File: config.mk
export PLATFORM = sky130hd
export DESIGN_NAME = cipher_pio_bridge
export DESIGN_NICKNAME = d
export VERILOG_FILES = /design/src/rtl/cipher_pio_bridge.sv
export SDC_FILE = /design/constraint.sdc
export NUM_CORES = 1
export LEC_CHECK = 0
export CAP_MARGIN = 20
export CORE_AREA = 2 2 303 305
export CTS_CLUSTER_DIAMETER = 80
export DETAILED_ROUTE_END_ITERATION = 16
export DIE_AREA = 0 0 305 307
export GPL_TIMING_DRIVEN = 0
export RECOVER_POWER = 100
export SYNTH_ARGS = -nofsm -noshare
export SYNTH_HDL_FRONTEND = slang
export SYNTH_SLANG_ARGS = --single-unit
File: constraint.sdc
create_clock -name Clk -period 4.2 [get_ports Clk]
set_input_delay 1.26 -clock Clk [delete_from_list [all_inputs] [get_ports Clk]]
set_output_delay 1.26 -clock Clk [all_outputs]
set_load 0.01 [all_outputs]
File: src/rtl/cipher_pio_bridge.sv
`default_nettype none
// cipher_pio_bridge: latches SoC PIO operands, pulses the cipher core start and captures its result (rev 1.0).
// Build macro CIPHER_TIMEOUT_EN adds a RUN-state watchdog that aborts the core and raises err.
module cipher_pio_bridge #(
  parameter int WORD_W         = 32,
  parameter int TIMEOUT_CYCLES = 4096
) (
  input  logic                Clk,
  input  logic                Reset,
  input  logic                soft_reset,
  input  logic [WORD_W-1:0]   block0,
  input  logic [WORD_W-1:0]   block1,
  input  logic [WORD_W-1:0]   block2,
  input  logic [WORD_W-1:0]   block3,
  input  logic [WORD_W-1:0]   key0,
  input  logic [WORD_W-1:0]   key1,
  input  logic [WORD_W-1:0]   key2,
  input  logic [WORD_W-1:0]   key3,
  input  logic                ende,
  input  logic                start,
  output logic                busy,
  output logic [WORD_W-1:0]   out0,
  output logic [WORD_W-1:0]   out1,
  output logic [WORD_W-1:0]   out2,
  output logic [WORD_W-1:0]   out3,
  output logic                core_reset,
  output logic                core_start,
  output logic                core_ende,
  output logic [4*WORD_W-1:0] core_block,
  output logic [4*WORD_W-1:0] core_key,
  input  logic                core_done,
  input  logic [4*WORD_W-1:0] core_result,
  output logic                err
);

  typedef enum logic [1:0] {
    IDLE  = 2'd0,
    ISSUE = 2'd1,
    RUN   = 2'd2
  } state_t;

  state_t                state;
  state_t                state_nxt;
  logic                  start_q;
  logic                  ende_q;
  logic [4*WORD_W-1:0]   block_q;
  logic [4*WORD_W-1:0]   key_q;
  logic [4*WORD_W-1:0]   result_q;

  logic                  rst_any;
  logic                  start_edge;
  logic                  accept;
  logic                  capture;
  logic                  timeout;

  assign rst_any    = Reset | soft_reset;
  assign start_edge = start & ~start_q;
  assign accept     = (state == IDLE) & start_edge;
  // core_done is only meaningful once the core has actually been started
  assign capture    = (state == RUN) & core_done;

  always_ff @(posedge Clk) begin
    if (rst_any) begin
      state <= IDLE;
    end else begin
      state <= state_nxt;
    end
  end

  always_comb begin
    state_nxt  = state;
    busy       = 1'b0;
    core_start = 1'b0;
    case (state)
      IDLE: begin
        if (accept) begin
          state_nxt = ISSUE;
        end
      end
      ISSUE: begin
        busy       = 1'b1;
        core_start = 1'b1;
        state_nxt  = RUN;
      end
      RUN: begin
        busy = 1'b1;
        if (capture || timeout) begin
          state_nxt = IDLE;
        end
      end
      default: begin
        state_nxt = IDLE;
      end
    endcase
  end

  // start_q resets high so a start level held across reset is not seen as an edge
  always_ff @(posedge Clk) begin
    if (rst_any) begin
      start_q  <= 1'b1;
      ende_q   <= 1'b0;
      block_q  <= '0;
      key_q    <= '0;
      result_q <= '0;
    end else begin
      start_q <= start;
      if (accept) begin
        block_q <= {block0, block1, block2, block3};
        key_q   <= {key0, key1, key2, key3};
        ende_q  <= ende;
      end
      if (capture) begin
        result_q <= core_result;
      end else if (timeout) begin
        result_q <= '1;
      end
    end
  end

`ifdef CIPHER_TIMEOUT_EN
  localparam int                CNT_W    = $clog2(TIMEOUT_CYCLES) + 1;
  localparam logic [CNT_W-1:0]  CNT_LAST = CNT_W'(TIMEOUT_CYCLES - 1);

  logic [CNT_W-1:0] run_cnt;
  logic             err_q;

  // run_cnt holds the number of RUN cycles already completed; a done in the
  // limit cycle takes priority over the abort
  assign timeout = (state == RUN) && !core_done && (run_cnt == CNT_LAST);

  always_ff @(posedge Clk) begin
    if (rst_any) begin
      run_cnt <= '0;
      err_q   <= 1'b0;
    end else begin
      if (state == ISSUE) begin
        run_cnt <= '0;
      end else if (state == RUN) begin
        run_cnt <= run_cnt + CNT_W'(1);
      end
      if (accept) begin
        err_q <= 1'b0;
      end else if (timeout) begin
        err_q <= 1'b1;
      end
    end
  end

  assign err        = err_q;
  assign core_reset = rst_any | timeout;
`else
  assign timeout    = 1'b0;
  // constant 0: the watchdog is not built
  assign err        = (TIMEOUT_CYCLES < 0);
  assign core_reset = rst_any;
`endif

  assign core_ende  = ende_q;
  assign core_block = block_q;
  assign core_key   = key_q;

  assign out0 = result_q[4*WORD_W-1 -: WORD_W];
  assign out1 = result_q[3*WORD_W-1 -: WORD_W];
  assign out2 = result_q[2*WORD_W-1 -: WORD_W];
  assign out3 = result_q[WORD_W-1:0];

endmodule
`default_nettype wire

==> reports/results.tsv, run 1 <==
stage	metric	value	unit
outcome	outcome	finished, final reports clean	
synth	Synth Instances	1692	
setup_path	Worst setup EP type	output port	
drt	DR WL/cell	18.2	um
cts	clk slew on worst S/H paths	0.05	ns
drt	# DRC	0	
timing	RSZ-0062 raised after global routing	false	
placed_design	placed cells	3658	
floorplan	row cnt	111	
grt	vias in the first global route	14100	
setup_path	worst setup path endpoint	core_reset	
hold_path	Hold Crit Class	reg2reg	
setup_path	CP Launch Type	primary input	
hold_path	Hold Path Cell Cnt	2	
synth	post-synthesis area per instance	7.94	um^2
hold_path	Hold Startpoint	core_key[8]	
setup_path	Worst Reg-to-Reg Cells	7	
placed_design	Port Buffers	777	
drt	iteration count of the initial detailed-routing pass	5	
setup_path	critical path class	in2out	
synth	area leader, netlist	dfxtp_1	
timing	post-route minimum period	4.03	ns
floorplan	die height	307	um
synth	Synth area leaders	dfxtp_1 58%, nand2_1 22%, a21oi_1 14%, buf_2 2.2%, buf_6 1.1%	
placed_design	global placement routability congestion	0.862	
setup_path	critical path peak fanout	17	
cts	root buffer cell	clkbuf_16	
cells_and_area	Area growth, synth to finish	82.1	%
placed_design	dpl ws	-0.492	ns
synth	Ys Warns	0	
drt	final WL	68200	um
timing	relative slew slack	27.6	%
grt	initial antenna violation count	10	
pwr	Pwr Density	366	mW/mm^2
pwr	leakage power	9.25	nW
drt	initial DRC count	667	
timing	final worst slack	0.165	ns
grt	total track usage	13.9	%
floorplan	DIE AREA	0.0936	mm^2
pwr	peak supply drop	0.000281	V
cells_and_area	share of cells above drive strength 1	5.43	%
timing	Worst Tran Pin Value	1.09	ns
floorplan	die width	305	um
job	max cap viols	0	
setup_path	worst r2r src	state[1]	
grt	largest net degree at the start of global routing	18	
floorplan	area of the core	0.0907	mm^2
cells_and_area	fill count	9830	
timing	Clock Skew	0.0253	ns
cts	Clock Tree Buf Depth	3	
timing	FMAX	0.248	GHz
cells_and_area	nets	2915	
drt	detailed-route via count	14400	
cts	Clock Latency Late Sink	0.61	ns
timing	Max Slew Vio Count	0	
cts	CTS tree	yes	
cts	Inserted Clock Buffers	49	
synth	Synth Register Bits	388	
timing	Final Hold Vio Count	0	
setup_path	Setup crit start	soft_reset	
placed_design	Final HPWL DP	54900	um
cells_and_area	FF/Latch Area	0.00777	mm^2
synth	syn nets	2085	
cts	clk sinks	388	
floorplan	boundary pin count	779	
grt	first-pass GRT wire length	95700	um
synth	count of cell types in the netlist	22	
cells_and_area	Multi-input gate area	0.00495	mm^2
synth	sequential share of the synthesized area	57.8	%
cells_and_area	Layout Cells excl Fill	3747	
cts	H-Tree Depth	2	
drt	vias per cell	3.85	
floorplan	Initial Utilization	14.8	%
setup_path	CP required	2.94	ns
timing	crit share post-route	96.1	%
synth	Post-Syn Area	0.0134	mm^2
synth	share of Yosys cell area claimed by the top area cell type	57.8	%
drt	DRT antenna net count	0	
setup_path	R2R setup slack	1.45	ns
grt	total grt overflow	0	
setup_path	r2r endpoint	core_block[3]	
setup_path	Crit path arrival time	2.77	ns
timing	endpoints failing setup	0	
[routing by layer]
metal  vias up  track usage, %  routed length (um)
li1       7105               -                   -
met1      6586            14.9               25700
met2       610            23.5               32200
met3       131            5.75                6820
met4        12            6.93                3430
met5         -               0                  81
[registers in the layout, indices dropped and copies added, names as in the netlist]
register,cells
core_ende,1
core_key,128
start_q,1
core_block,128
state,2
result_q,128
[cells in the final DEF (no fill, tap or decap), types with 2 or more instances in the layout]
cell	count
a21oi_1	386
buf_1	3
buf_2	26
buf_4	15
buf_6	13
bufinv_16	7
clkbuf_1	79
clkbuf_16	50
clkbuf_8	10
clkdlybuf4s50_1	386
clkinv_2	6
clkinv_4	2
clkinv_8	2
dfxtp_1	388
dlygate4sd3_1	390
ha_1	3
inv_1	2
inv_8	2
nand2_1	773
[cells in the mapped netlist (all sizes together)]
master / instances
and3b: 1
conb: 1
ha: 3
and2: 1
inv: 3
clkbuf: 38
dfxtp: 388
nand2b: 1
o211a: 1
nor2: 1
or3: 1
nand2: 773
mux2i: 1
o21ai: 1
a21oi: 386
nand3b: 1
buf: 90
nor2b: 1
[worst max-delay path, cell delays in order]
cell	delay, ns
dlygate4sd3_1	0.58
nor2_4	0.25
inv_4	0.17
clkdlybuf4s50_1	0.51
[per-stage QoR]
stage	total power [mW]	utilization, %	area (um^2)	hold slack (ns)	setup TNS, ns
final	8.94	27.0	24500	0.447	0
after global routing	9.27	27.0	24500	0.463	0
after CTS	9.12	27.0	24500	0.453	0
after detailed placement	4.46	25.1	22800	0.445	-0.492
after global placement	4.45	25.0	22700	0.441	-0.510
after floorplan	3.93	-	13400	0.451	0
[cell type report]
type / count / area share (%)
buffer: 127 / 2.71
clock buffer: 68 / 5.80
inverter: 3 / 0.0563
timing repair buffer: 780 / 32.0
sequential: 388 / 31.8
antenna: 1 / 0.0102
multi-input combinational: 1173 / 20.2
clock inverter: 21 / 1.35
tap: 1186 / 6.07
[power breakdown]
part,switching (mW),leakage (nW),internal [mW]
logic,0.258,5.26,0.389
registers,0.0102,3.13,3.70
clock network,1.78,0.859,2.80
total,2.05,9.25,6.89
[how the worst min path moves through the flow]
stage | slack, ns | end
2_1_floorplan | 0.45 | state[1]
3_3_place_gp | 0.44 | core_key[118]
3_5_place_dp | 0.45 | result_q[95]
4_1_cts | 0.45 | core_key[73]
5_1_grt | 0.46 | core_key[92]
6_report | 0.45 | core_key[8]
[repair_timing]
item,4_1_cts,5_1_grt
hold buffers,0,0
pin swaps,0,0
buffers inserted,0,0
resized for setup,3,1
endpoints found under the setup margin,1,1
[cells by family (layout without fill, tap and decap cells)]
kind of cell / count (synthesis) / count (layout) / synth area share (%)
and+or+nand+nor: 780 / 780 / 21.9
AOI/OAI and AO/OA: 388 / 388 / 14.5
DFF: 388 / 388 / 57.8
buffers and inverters: 131 / 999 / 5.36
adders and majority gates: 3 / 3 / 0.279
other: 1 / 2 / 0.0279
muxes: 1 / 1 / 0.0745
Power figures use the tool's default switching activity.
==> inputs of run 2 (changes only) <==
--- a/config.mk
+++ b/config.mk
@@ -8,10 +8,11 @@
 export CAP_MARGIN = 20
 export CORE_AREA = 2 2 303 305
 export CTS_CLUSTER_DIAMETER = 80
+export CTS_CLUSTER_SIZE = 30
 export DETAILED_ROUTE_END_ITERATION = 16
 export DIE_AREA = 0 0 305 307
 export GPL_TIMING_DRIVEN = 0
-export RECOVER_POWER = 100
+export RECOVER_POWER = 25
 export SYNTH_ARGS = -nofsm -noshare
 export SYNTH_HDL_FRONTEND = slang
 export SYNTH_SLANG_ARGS = --single-unit
==> reports/results.tsv, run 2 (synthesized netlist as in run 1, its figures left out) <==
stage	metric	value	unit
timing	Worst Tran Pin Value	0.986	ns
pwr	overall power	7.47	mW
placed_design	dpl ws	-0.492	ns
setup_path	CP Launch Type	primary input	
drt	vias per cell	3.86	
setup_path	critical path peak fanout	17	
timing	crit share post-route	96.2	%
pwr	peak supply drop	0.000289	V
floorplan	die width	305	um
timing	post-route minimum period	4.04	ns
setup_path	Setup crit start	soft_reset	
cts	H-Tree Depth	1	
drt	detailed-route via count	14300	
timing	Final Hold Vio Count	0	
cts	CTS tree	yes	
drt	DRT antenna net count	0	
timing	Clock Skew	0.0402	ns
floorplan	row cnt	111	
job	max cap viols	0	
hold_path	hold path endpoint	core_key[90]	
timing	RSZ-0062 raised after global routing	false	
grt	total grt overflow	0	
timing	final worst slack	0.160	ns
floorplan	area of the core	0.0907	mm^2
cts	clk slew on worst S/H paths	0.07	ns
grt	largest net degree at the start of global routing	26	
hold_path	Hold Path Cell Cnt	2	
setup_path	CP required	2.94	ns
timing	FMAX	0.247	GHz
drt	DR WL/cell	18.1	um
cts	root buffer cell	clkbuf_16	
grt	initial antenna violation count	9	
cells_and_area	share of cells above drive strength 1	4.76	%
grt	vias in the first global route	13900	
placed_design	Port Buffers	777	
pwr	leakage power	7.54	nW
setup_path	Worst setup EP type	output port	
drt	iteration count of the initial detailed-routing pass	5	
cells_and_area	most frequent cells in the layout	773 x nand2_1, 773 x clkdlybuf4s50_1, 388 x dfxtp_1, 386 x a21oi_1, 61 x clkbuf_1	
floorplan	die height	307	um
setup_path	Crit path arrival time	2.78	ns
timing	endpoints failing setup	0	
cells_and_area	Area growth, synth to finish	76.9	%
hold_path	Hold Startpoint	core_key[90]	
drt	# DRC	0	
cells_and_area	nets	2894	
grt	total track usage	13.6	%
cells_and_area	Final Cell Area	0.0238	mm^2
setup_path	Worst Reg-to-Reg Cells	7	
grt	first-pass GRT wire length	95000	um
floorplan	boundary pin count	779	
cts	clk sinks	388	
cells_and_area	fill count	9895	
hold_path	Hold Crit Class	reg2reg	
timing	Max Slew Vio Count	0	
timing	relative slew slack	34.3	%
drt	final WL	67400	um
cells_and_area	FF/Latch Area	0.00777	mm^2
setup_path	critical path class	in2out	
floorplan	Initial Utilization	14.8	%
placed_design	Cell Area, Placed	0.0228	mm^2
cts	Clock Tree Buf Depth	3	
setup_path	r2r endpoint	core_block[1]	
cts	Inserted Clock Buffers	28	
placed_design	global placement routability congestion	0.862	
drt	initial DRC count	802	
setup_path	R2R setup slack	1.42	ns
floorplan	DIE AREA	0.0936	mm^2
cells_and_area	Multi-input gate area	0.00495	mm^2
cts	Clock Latency Late Sink	0.64	ns
outcome	outcome	finished, final reports clean	
placed_design	Final HPWL DP	54900	um
setup_path	worst r2r src	state[1]	
cts	Post-CTS Hold Fix Bufs	0	
pwr	Pwr Density	314	mW/mm^2
timing	Setup TNS	0	ns
timing	tightest hold margin	0.454	ns
[run 2: area by class of cell]
type                            count  area share, %
Timing Repair Buffer              780           32.9
Sequential cell                   388           32.7
Multi-Input combinational cell   1173           20.8
Tap cell                         1186           6.24
Clock buffer                       29           3.01
Buffer                            127           2.84
Clock inverter                     23           1.35
Inverter                            3         0.0579
Antenna cell                        3         0.0316
[run 2: worst max-delay path by stage]
stage / end / slack (ns) / cells after the start
finish: core_reset / 0.16 / 4
global route: core_reset / 0.09 / 4
CTS: core_reset / 0.04 / 4
detailed placement: core_reset / -0.49 / 5
global placement: core_reset / -0.51 / 5
floorplan: core_reset / 1.18 / 3
[run 2: what timing repair did]
item / in CTS / in global routing
pin swaps: 0 / 0
endpoints found under the setup margin: 1 / 1
resized for setup: 3 / 1
buffers inserted: 0 / 0
[run 2: routing by layer]
layer	part of all wire, %	track usage [%]	vias up
li1	-	-	7039
met1	38	15.2	6617
met2	49	24.1	584
met3	9.4	4.61	83
met4	3.1	4.63	12
met5	0.10	0	-
[run 2: metrics by stage]
stage,utilization [%],std cells
global route,26.2,3710
global placement,25.0,3655
detailed placement,25.1,3658
CTS,26.2,3709
floorplan,-,1692
finish,26.2,3712
[run 2: critical path, cell delays in order]
cell and delay, ns:
dlygate4sd3_1 0.59, nor2_4 0.09, inv_4 0.24, clkdlybuf4s50_1 0.59
[run 2: report_power, final]
group,internal (mW),total (mW),switching (mW)
registers,3.70,3.71,0.0111
clock network,1.42,3.11,1.69
logic,0.398,0.656,0.258
total,5.52,7.47,1.96
==> inputs of run 3 (changes only) <==
--- a/config.mk
+++ b/config.mk
@@ -5,6 +5,7 @@
 export SDC_FILE = /design/constraint.sdc
 export NUM_CORES = 1
 export LEC_CHECK = 0
+export ABC_CLOCK_PERIOD_IN_PS = 4200
 export CAP_MARGIN = 20
 export CORE_AREA = 2 2 303 305
 export CTS_CLUSTER_DIAMETER = 80
==> results of run 3 <==
Same layout as run 2: the final DEF is identical, and so are final timing and power.
